==> src/rtl/multicycle_control_unit_if.sv <==
// Unified memory port between the multicycle controller (master) and memory (slave).
// Handshake: mem_req is held with a stable mem_we/i_or_d until a cycle where mem_ready=1 completes it.
interface multicycle_control_unit_if;
  logic mem_req;
  logic mem_we;
  logic i_or_d;
  logic mem_ready;

  modport master (output mem_req, output mem_we, output i_or_d, input mem_ready);
  modport slave  (input mem_req, input mem_we, input i_or_d, output mem_ready);
endinterface

==> src/rtl/multicycle_control_unit.sv <==
// Multi-cycle RV32I controller: sequences fetch/decode/execute/memory/writeback,
// traps on illegal opcodes and memory timeouts, and counts retired instructions.
module multicycle_control_unit #(
  parameter int TIMEOUT = 16,
  parameter int CNT_W   = 32
) (
  input  logic                 clk,
  input  logic                 rst_n,
  input  logic [6:0]           opcode,
  multicycle_control_unit_if.master bus,
  output logic                 ir_write,
  output logic                 pc_write,
  output logic                 pc_write_cond,
  output logic                 reg_write,
  output logic [1:0]           alu_src_a,
  output logic [1:0]           alu_src_b,
  output logic [1:0]           alu_op,
  output logic [1:0]           result_src,
  output logic                 illegal,
  output logic                 bus_err,
  output logic [3:0]           state_o,
  output logic [CNT_W-1:0]     retired
);

  localparam logic [3:0] RESET_S  = 4'd0;
  localparam logic [3:0] FETCH    = 4'd1;
  localparam logic [3:0] DECODE   = 4'd2;
  localparam logic [3:0] MEM_ADDR = 4'd3;
  localparam logic [3:0] MEM_RD   = 4'd4;
  localparam logic [3:0] MEM_WB   = 4'd5;
  localparam logic [3:0] MEM_WR   = 4'd6;
  localparam logic [3:0] EXEC_R   = 4'd7;
  localparam logic [3:0] EXEC_I   = 4'd8;
  localparam logic [3:0] ALU_WB   = 4'd9;
  localparam logic [3:0] BRANCH   = 4'd10;
  localparam logic [3:0] JAL      = 4'd11;
  localparam logic [3:0] TRAP     = 4'd15;

  localparam logic [6:0] OP_R      = 7'b0110011;
  localparam logic [6:0] OP_I      = 7'b0010011;
  localparam logic [6:0] OP_LOAD   = 7'b0000011;
  localparam logic [6:0] OP_STORE  = 7'b0100011;
  localparam logic [6:0] OP_BRANCH = 7'b1100011;
  localparam logic [6:0] OP_JAL    = 7'b1101111;

  localparam int WAIT_W = (TIMEOUT > 1) ? $clog2(TIMEOUT + 1) : 1;

  logic [3:0]        state, state_next;
  logic [WAIT_W-1:0] wait_cnt;
  logic              wait_stall, timeout_hit, retire;
  logic              set_illegal, set_bus_err;

  assign wait_stall = bus.mem_req & ~bus.mem_ready;
  // The limit is judged on the cycle that would make the count reach TIMEOUT,
  // so a late mem_ready on that same cycle still completes normally.
  assign timeout_hit = (TIMEOUT > 0) && wait_stall && ((int'(wait_cnt) + 1) >= TIMEOUT);
  assign retire = (state == ALU_WB) || (state == MEM_WB) || (state == BRANCH) ||
                  ((state == MEM_WR) && bus.mem_ready);
  assign state_o = state;

  always_comb begin
    state_next  = state;
    set_illegal = 1'b0;
    set_bus_err = 1'b0;
    case (state)
      RESET_S:  state_next = FETCH;
      FETCH:    if (bus.mem_ready) state_next = DECODE;
      DECODE: begin
        case (opcode)
          OP_R:              state_next = EXEC_R;
          OP_I:              state_next = EXEC_I;
          OP_LOAD, OP_STORE: state_next = MEM_ADDR;
          OP_BRANCH:         state_next = BRANCH;
          OP_JAL:            state_next = JAL;
          default: begin
            state_next  = TRAP;
            set_illegal = 1'b1;
          end
        endcase
      end
      MEM_ADDR: state_next = (opcode == OP_STORE) ? MEM_WR : MEM_RD;
      MEM_RD:   if (bus.mem_ready) state_next = MEM_WB;
      MEM_WB:   state_next = FETCH;
      MEM_WR:   if (bus.mem_ready) state_next = FETCH;
      EXEC_R:   state_next = ALU_WB;
      EXEC_I:   state_next = ALU_WB;
      ALU_WB:   state_next = FETCH;
      BRANCH:   state_next = FETCH;
      JAL:      state_next = ALU_WB;
      TRAP:     state_next = TRAP;
      default: begin
        state_next  = TRAP;
        set_bus_err = 1'b1;
      end
    endcase
    if (timeout_hit) begin
      state_next  = TRAP;
      set_bus_err = 1'b1;
    end
  end

  always_comb begin
    bus.mem_req   = 1'b0;
    bus.mem_we    = 1'b0;
    bus.i_or_d    = 1'b0;
    ir_write      = 1'b0;
    pc_write      = 1'b0;
    pc_write_cond = 1'b0;
    reg_write     = 1'b0;
    alu_src_a     = 2'b00;
    alu_src_b     = 2'b00;
    alu_op        = 2'b00;
    result_src    = 2'b00;
    case (state)
      FETCH: begin
        bus.mem_req = 1'b1;
        ir_write    = bus.mem_ready;
        pc_write    = bus.mem_ready;
        alu_src_b   = 2'b10;
        result_src  = 2'b10;
      end
      DECODE: begin
        alu_src_a = 2'b01;
        alu_src_b = 2'b01;
      end
      MEM_ADDR: begin
        alu_src_a = 2'b10;
        alu_src_b = 2'b01;
      end
      MEM_RD: begin
        bus.mem_req = 1'b1;
        bus.i_or_d  = 1'b1;
      end
      MEM_WB: begin
        reg_write  = 1'b1;
        result_src = 2'b01;
      end
      MEM_WR: begin
        bus.mem_req = 1'b1;
        bus.mem_we  = 1'b1;
        bus.i_or_d  = 1'b1;
      end
      EXEC_R: begin
        alu_src_a = 2'b10;
        alu_op    = 2'b10;
      end
      EXEC_I: begin
        alu_src_a = 2'b10;
        alu_src_b = 2'b01;
        alu_op    = 2'b11;
      end
      ALU_WB: reg_write = 1'b1;
      BRANCH: begin
        alu_src_a     = 2'b10;
        alu_op        = 2'b01;
        pc_write_cond = 1'b1;
      end
      JAL: begin
        pc_write  = 1'b1;
        alu_src_a = 2'b01;
        alu_src_b = 2'b10;
      end
      default: ;
    endcase
  end

  always_ff @(posedge clk or negedge rst_n) begin
    if (!rst_n) begin
      state    <= RESET_S;
      wait_cnt <= '0;
      retired  <= '0;
      illegal  <= 1'b0;
      bus_err  <= 1'b0;
    end else begin
      state    <= state_next;
      wait_cnt <= ((state_next != state) || !wait_stall) ? '0 : wait_cnt + 1'b1;
      if (retire)      retired <= retired + CNT_W'(1);
      if (set_illegal) illegal <= 1'b1;
      if (set_bus_err) bus_err <= 1'b1;
    end
  end

endmodule

==> src/flat_wrapper.sv <==
// flat-port wrapper written by rule: the top's interface ports become plain ports
module multicycle_control_unit_flat 
#(
  parameter int TIMEOUT = 16,
  parameter int CNT_W   = 32
)
  (clk, rst_n, opcode, ir_write, pc_write, pc_write_cond, reg_write, alu_src_a, alu_src_b, alu_op, result_src, illegal, bus_err, state_o, retired, bus_mem_req, bus_mem_we, bus_i_or_d, bus_mem_ready);
  multicycle_control_unit_if bus_i ();
  input  logic clk;
  input  logic rst_n;
  input  logic [6:0] opcode;
  output logic ir_write;
  output logic pc_write;
  output logic pc_write_cond;
  output logic reg_write;
  output logic [1:0] alu_src_a;
  output logic [1:0] alu_src_b;
  output logic [1:0] alu_op;
  output logic [1:0] result_src;
  output logic illegal;
  output logic bus_err;
  output logic [3:0] state_o;
  output logic [CNT_W-1:0] retired;
  output wire logic [$bits(bus_i.mem_req)-1:0] bus_mem_req;
  output wire logic [$bits(bus_i.mem_we)-1:0] bus_mem_we;
  output wire logic [$bits(bus_i.i_or_d)-1:0] bus_i_or_d;
  input wire logic [$bits(bus_i.mem_ready)-1:0] bus_mem_ready;
  assign bus_mem_req = bus_i.mem_req;
  assign bus_mem_we = bus_i.mem_we;
  assign bus_i_or_d = bus_i.i_or_d;
  assign bus_i.mem_ready = bus_mem_ready;
  multicycle_control_unit #(.TIMEOUT(TIMEOUT), .CNT_W(CNT_W)) u_core (.clk(clk), .rst_n(rst_n), .opcode(opcode), .bus(bus_i), .ir_write(ir_write), .pc_write(pc_write), .pc_write_cond(pc_write_cond), .reg_write(reg_write), .alu_src_a(alu_src_a), .alu_src_b(alu_src_b), .alu_op(alu_op), .result_src(result_src), .illegal(illegal), .bus_err(bus_err), .state_o(state_o), .retired(retired));
endmodule
==> config.mk <==
export PLATFORM = sky130hd
export DESIGN_NAME = multicycle_control_unit_flat
export DESIGN_NICKNAME = d
export VERILOG_FILES = /design/src/rtl/multicycle_control_unit_if.sv /design/src/rtl/multicycle_control_unit.sv /design/src/flat_wrapper.sv
export SDC_FILE = /design/constraint.sdc
export NUM_CORES = 1
export LEC_CHECK = 0
export ABC_AREA = 1
export ABC_CLOCK_PERIOD_IN_PS = 4850
export CAP_MARGIN = 20
export CORE_UTILIZATION = 52
export DETAILED_ROUTE_END_ITERATION = 16
export PLACE_DENSITY = 0.82
export SKIP_CTS_REPAIR_TIMING = 1
export SLEW_MARGIN = 20
export SYNTH_ARGS = -nofsm -noshare
export SYNTH_HDL_FRONTEND = slang
export SYNTH_SLANG_ARGS = --single-unit
==> constraint.sdc <==
create_clock -name clk -period 4.85 [get_ports clk]
set_clock_uncertainty 0.15 [all_clocks]
set_input_delay 0.485 -clock clk [delete_from_list [all_inputs] [get_ports clk]]
set_output_delay 0.485 -clock clk [all_outputs]
set_load 0.05 [all_outputs]
==> summary.md <==
| Metric | Value |
|---|---|
| Clk slew on worst S/H paths | `about 0.09 ns` |
| Int Pwr | `~470 uW` |
| CP Data Required Time | `about 4.2 ns` |
| CTS sink cnt | `between 40 and 50` |
| Yosys top cell by area | `dfrtp_1` |
| Remaining Overflow, GRT | `0` |
| R2r startpoint | `u_core.state_o[3]` |
| Max Buffers Root-to-Sink | `2` |
| Terminus of the critical flop-to-flop path | `u_core.retired[15]` |
| Post-Synth XOR/XNOR Area | `under 10%` |
| CP Cell Sequence | `nand2_1, nor2_1, inv_1, o21ai_0, clkdlybuf4s50_1` |
| Pin count of the biggest net entering global routing | `44` |
| Total track usage | `between 20% and 30%` |
| Vias in the first global route | `2411` |
| Post-Synth Simple-Gate Area | `around two fifths` |
| Htree depth | `2` |
| Pre-antenna DRT Iters | `5` |
| Placer Congestion | `about 0.9` |
| First-pass GRT wire length | `between 10000 and 15000 um` |
| Switching pwr | `between 100 and 150 uW` |
| Synth area leaders | `dfrtp_1 (39%), nand2_1 (19%), nor2_1 (7.4%)` |
| Detailed Route Iter0 Violations | `152` |
| WHS | `0.179 ns` |
| Max-cap viol count | `0` |
| P per Cell Area | `between 150 and 200 nW/um2` |
| # rows | `26` |
| Min Tclk post-route | `2.79 ns` |
| Final-report hold violation count | `0` |
| Vias per Instance | `approximately 5.1` |
| WP data arrival | `2.15 ns` |
| Crit. End Element | `output port` |
| Commonest cells after routing, fill and taps aside | `nand2_1 (137), clkdlybuf4s50_1 (61), nor2_1 (54), dfrtp_1 (43), inv_1 (41)` |
| IO Port Bufs | `just over 60` |
| Sequential element share of the synthesized area | `39.1%` |
| DR vias | `2711` |
| Fin nets | `around 470` |
| Worst Setup Start Kind | `flop` |
| Tcrit/Tclk final | `57.4%` |
| Ys Warns | `0` |
| Root buffer cell | `clkbuf_8` |
| Sequential power share | `59.8%` |
| Post-Synth Adder-Cell Area | `less than 1%` |
| Worst relative slew slack | `between 30% and 40%` |
| Compound-Gate Fraction of Synth Area | `4.64%` |
| Synth cell types | `30` |
| Min-Delay Path Class | `input pin to async pin` |
| Dpl hpwl | `5210 um` |
| Fraction of layout cells with a size suffix above 1 | `5.25%` |
| Synthesized Nets | `between 400 and 500` |
| Largest family of logic cells by synthesized area | `simple AND/OR/NAND/NOR gates` |
| Clock power share | `37.0%` |
| Leakage | `approximately 0.0016 uW` |
| Die footprint | `5580 um2` |
| FMAX | `around 0.36 GHz` |
| Die Ht | `74.7 um` |
| Initial antenna violation count | `0` |
| Synth top area share | `39.1%` |
| Initial Utilization | `53.8%` |
| Fillers | `between 400 and 500` |
| Gate power share | `between 3 and 4%` |
| Power after layout | `roughly 600 uW` |
| Peak supply drop | `between 0.0001 and 0.00015 V` |
| WS Path Type | `flop to output port` |
| Synthesized cell area | `roughly 2800 um2` |
| Mapped Avg Cell Area | `roughly 7 um2` |
| DRT antenna net count | `0` |
| Status | `finished, final reports clean` |
| Io pins | `63` |
| Net Sw Frac | `22.3%` |
| Total routed wirelength | `approximately 6700 um` |
| Area delta synth->final | `27.3%` |
| Least-Margin Pin Slew | `~0.93 ns` |
| Mux cell area share after synthesis | `0%` |
| Crit Path Max Fanout | `10` |
| Chip Width | `74.7 um` |
| Cts bufs inserted | `5` |
| Final TNS setup | `0 ns` |
| R2R depth | `7` |
| Commonest non-fill, non-tap cell in the layout | `nand2_1` |
| Crit-path slowest cell | `clkdlybuf4s50_1` |
| Synth Register Bits | `43` |
| Post-Synthesis Cells | `about 400` |
| Worst stage delay on the critical path | `about 0.83 ns` |
| DR DRC count | `0` |
| Setup violators final | `0` |
| Drt wl/cell | `~13 um` |
| Diodes inserted | `0` |
| CTS tree | `yes` |
| Final slew viol count | `0` |
| Worst reg-to-reg setup slack | `approximately 2.8 ns` |
| RSZ-0062 raised after global routing | `false` |
| Core area | `about 5100 um2` |
| Worst skew pair latency | `between 0.2 and 0.3 ns` |
==> registers in the layout (all words and copies together) (netlist names) <==
signal and count:
u_core.bus_err 1, u_core.wait_cnt 5, u_core.illegal 1, u_core.state_o 4, u_core.retired 32
==> worst max-delay path by stage <==
stage | start | to | slack [ns] | cells after the start
global route | u_core.state_o[0] | alu_src_a[0] | 1.94 | 5
detailed placement | bus_mem_ready | pc_write | 2.10 | 4
global placement | bus_mem_ready | pc_write | 2.13 | 4
CTS | u_core.state_o[0] | alu_src_a[0] | 2.07 | 5
floorplan | u_core.state_o[0] | pc_write | 2.04 | 5
finish | u_core.state_o[0] | alu_src_a[0] | 2.06 | 5
==> Yosys cell counts <==
master,count
o21bai_1,2
a21oi_1,4
nand2_2,4
o211ai_1,1
inv_2,4
o21ai_1,1
buf_4,2
nand4_1,12
buf_6,1
nand3_2,1
a21boi_0,1
and3_1,1
nand3_4,1
xor2_1,18
xnor2_1,11
dfrtp_1,43
nor3_1,16
nand3_1,11
nand4_2,2
ha_1,2
o21ai_0,12
buf_2,2
nor2_4,3
nor2_1,54
inv_1,41
conb_1,1
inv_4,1
o22ai_1,2
nand2_1,137
nand3b_1,1
==> power groups by stage <==
stage	sequential, uW	combinational [uW]	clock, uW
2_1_floorplan	366	4.19	0
3_3_place_gp	366	19.3	0
3_5_place_dp	366	20.0	0
4_1_cts	359	20.0	225
5_1_grt	359	22.6	237
6_report	359	19.6	222
==> per-layer routing <==
layer | wire (um) | track usage (%) | vias up | part of all wire [%]
met5 | 0 | 0 | - | 0
met4 | 118 | 10.3 | 0 | 1.8
met3 | 254 | 3.48 | 12 | 3.8
met2 | 3400 | 43.9 | 87 | 51
met1 | 2950 | 30.7 | 1249 | 44
li1 | - | - | 1363 | -
==> layout make-up <==
type	instances	area, um2	area share [%]
multi-input combinational	298	1460	41.8
sequential	43	1080	30.7
timing repair buffer	62	616	17.6
inverter	46	175	5.00
tap	70	87.6	2.50
clock buffer	6	72.6	2.07
clock inverter	2	12.5	0.357
==> worst max-delay path: cells and delay by family (launching register included) <==
family	cells	cell delay [ns]
compound gates	1	0.08
buf+inv	2	0.91
flops	1	0.56
simple gates	2	0.33
==> stage by stage <==
| stage | instances | setup slack (ns) | instance area [um2] | utilization [%] |
|---|---|---|---|---|
| 3_5_place_dp | 519 | 2.10 | 3420 | 66.9 |
| 3_3_place_gp | 519 | 2.13 | 3420 | 66.9 |
| 6_report | 527 | 2.06 | 3500 | 68.6 |
| 5_1_grt | 527 | 1.94 | 3500 | 68.6 |
| 4_1_cts | 527 | 2.07 | 3500 | 68.6 |
| 2_1_floorplan | 392 | 2.04 | 2750 | - |
==> logic make-up (layout without fill, tap and decap cells) <==
| family | after synthesis | count (layout) |
|---|---|---|
| other | 1 | 1 |
| AO/OA/AOI/OAI | 23 | 23 |
| XOR/XNOR | 29 | 29 |
| AND/OR/NAND/NOR | 243 | 243 |
| buffers and inverters | 51 | 116 |
| adder cells (fa/ha/maj) | 2 | 2 |
| flip-flops | 43 | 43 |
No activity file was read; power rests on OpenSTA's default activity.
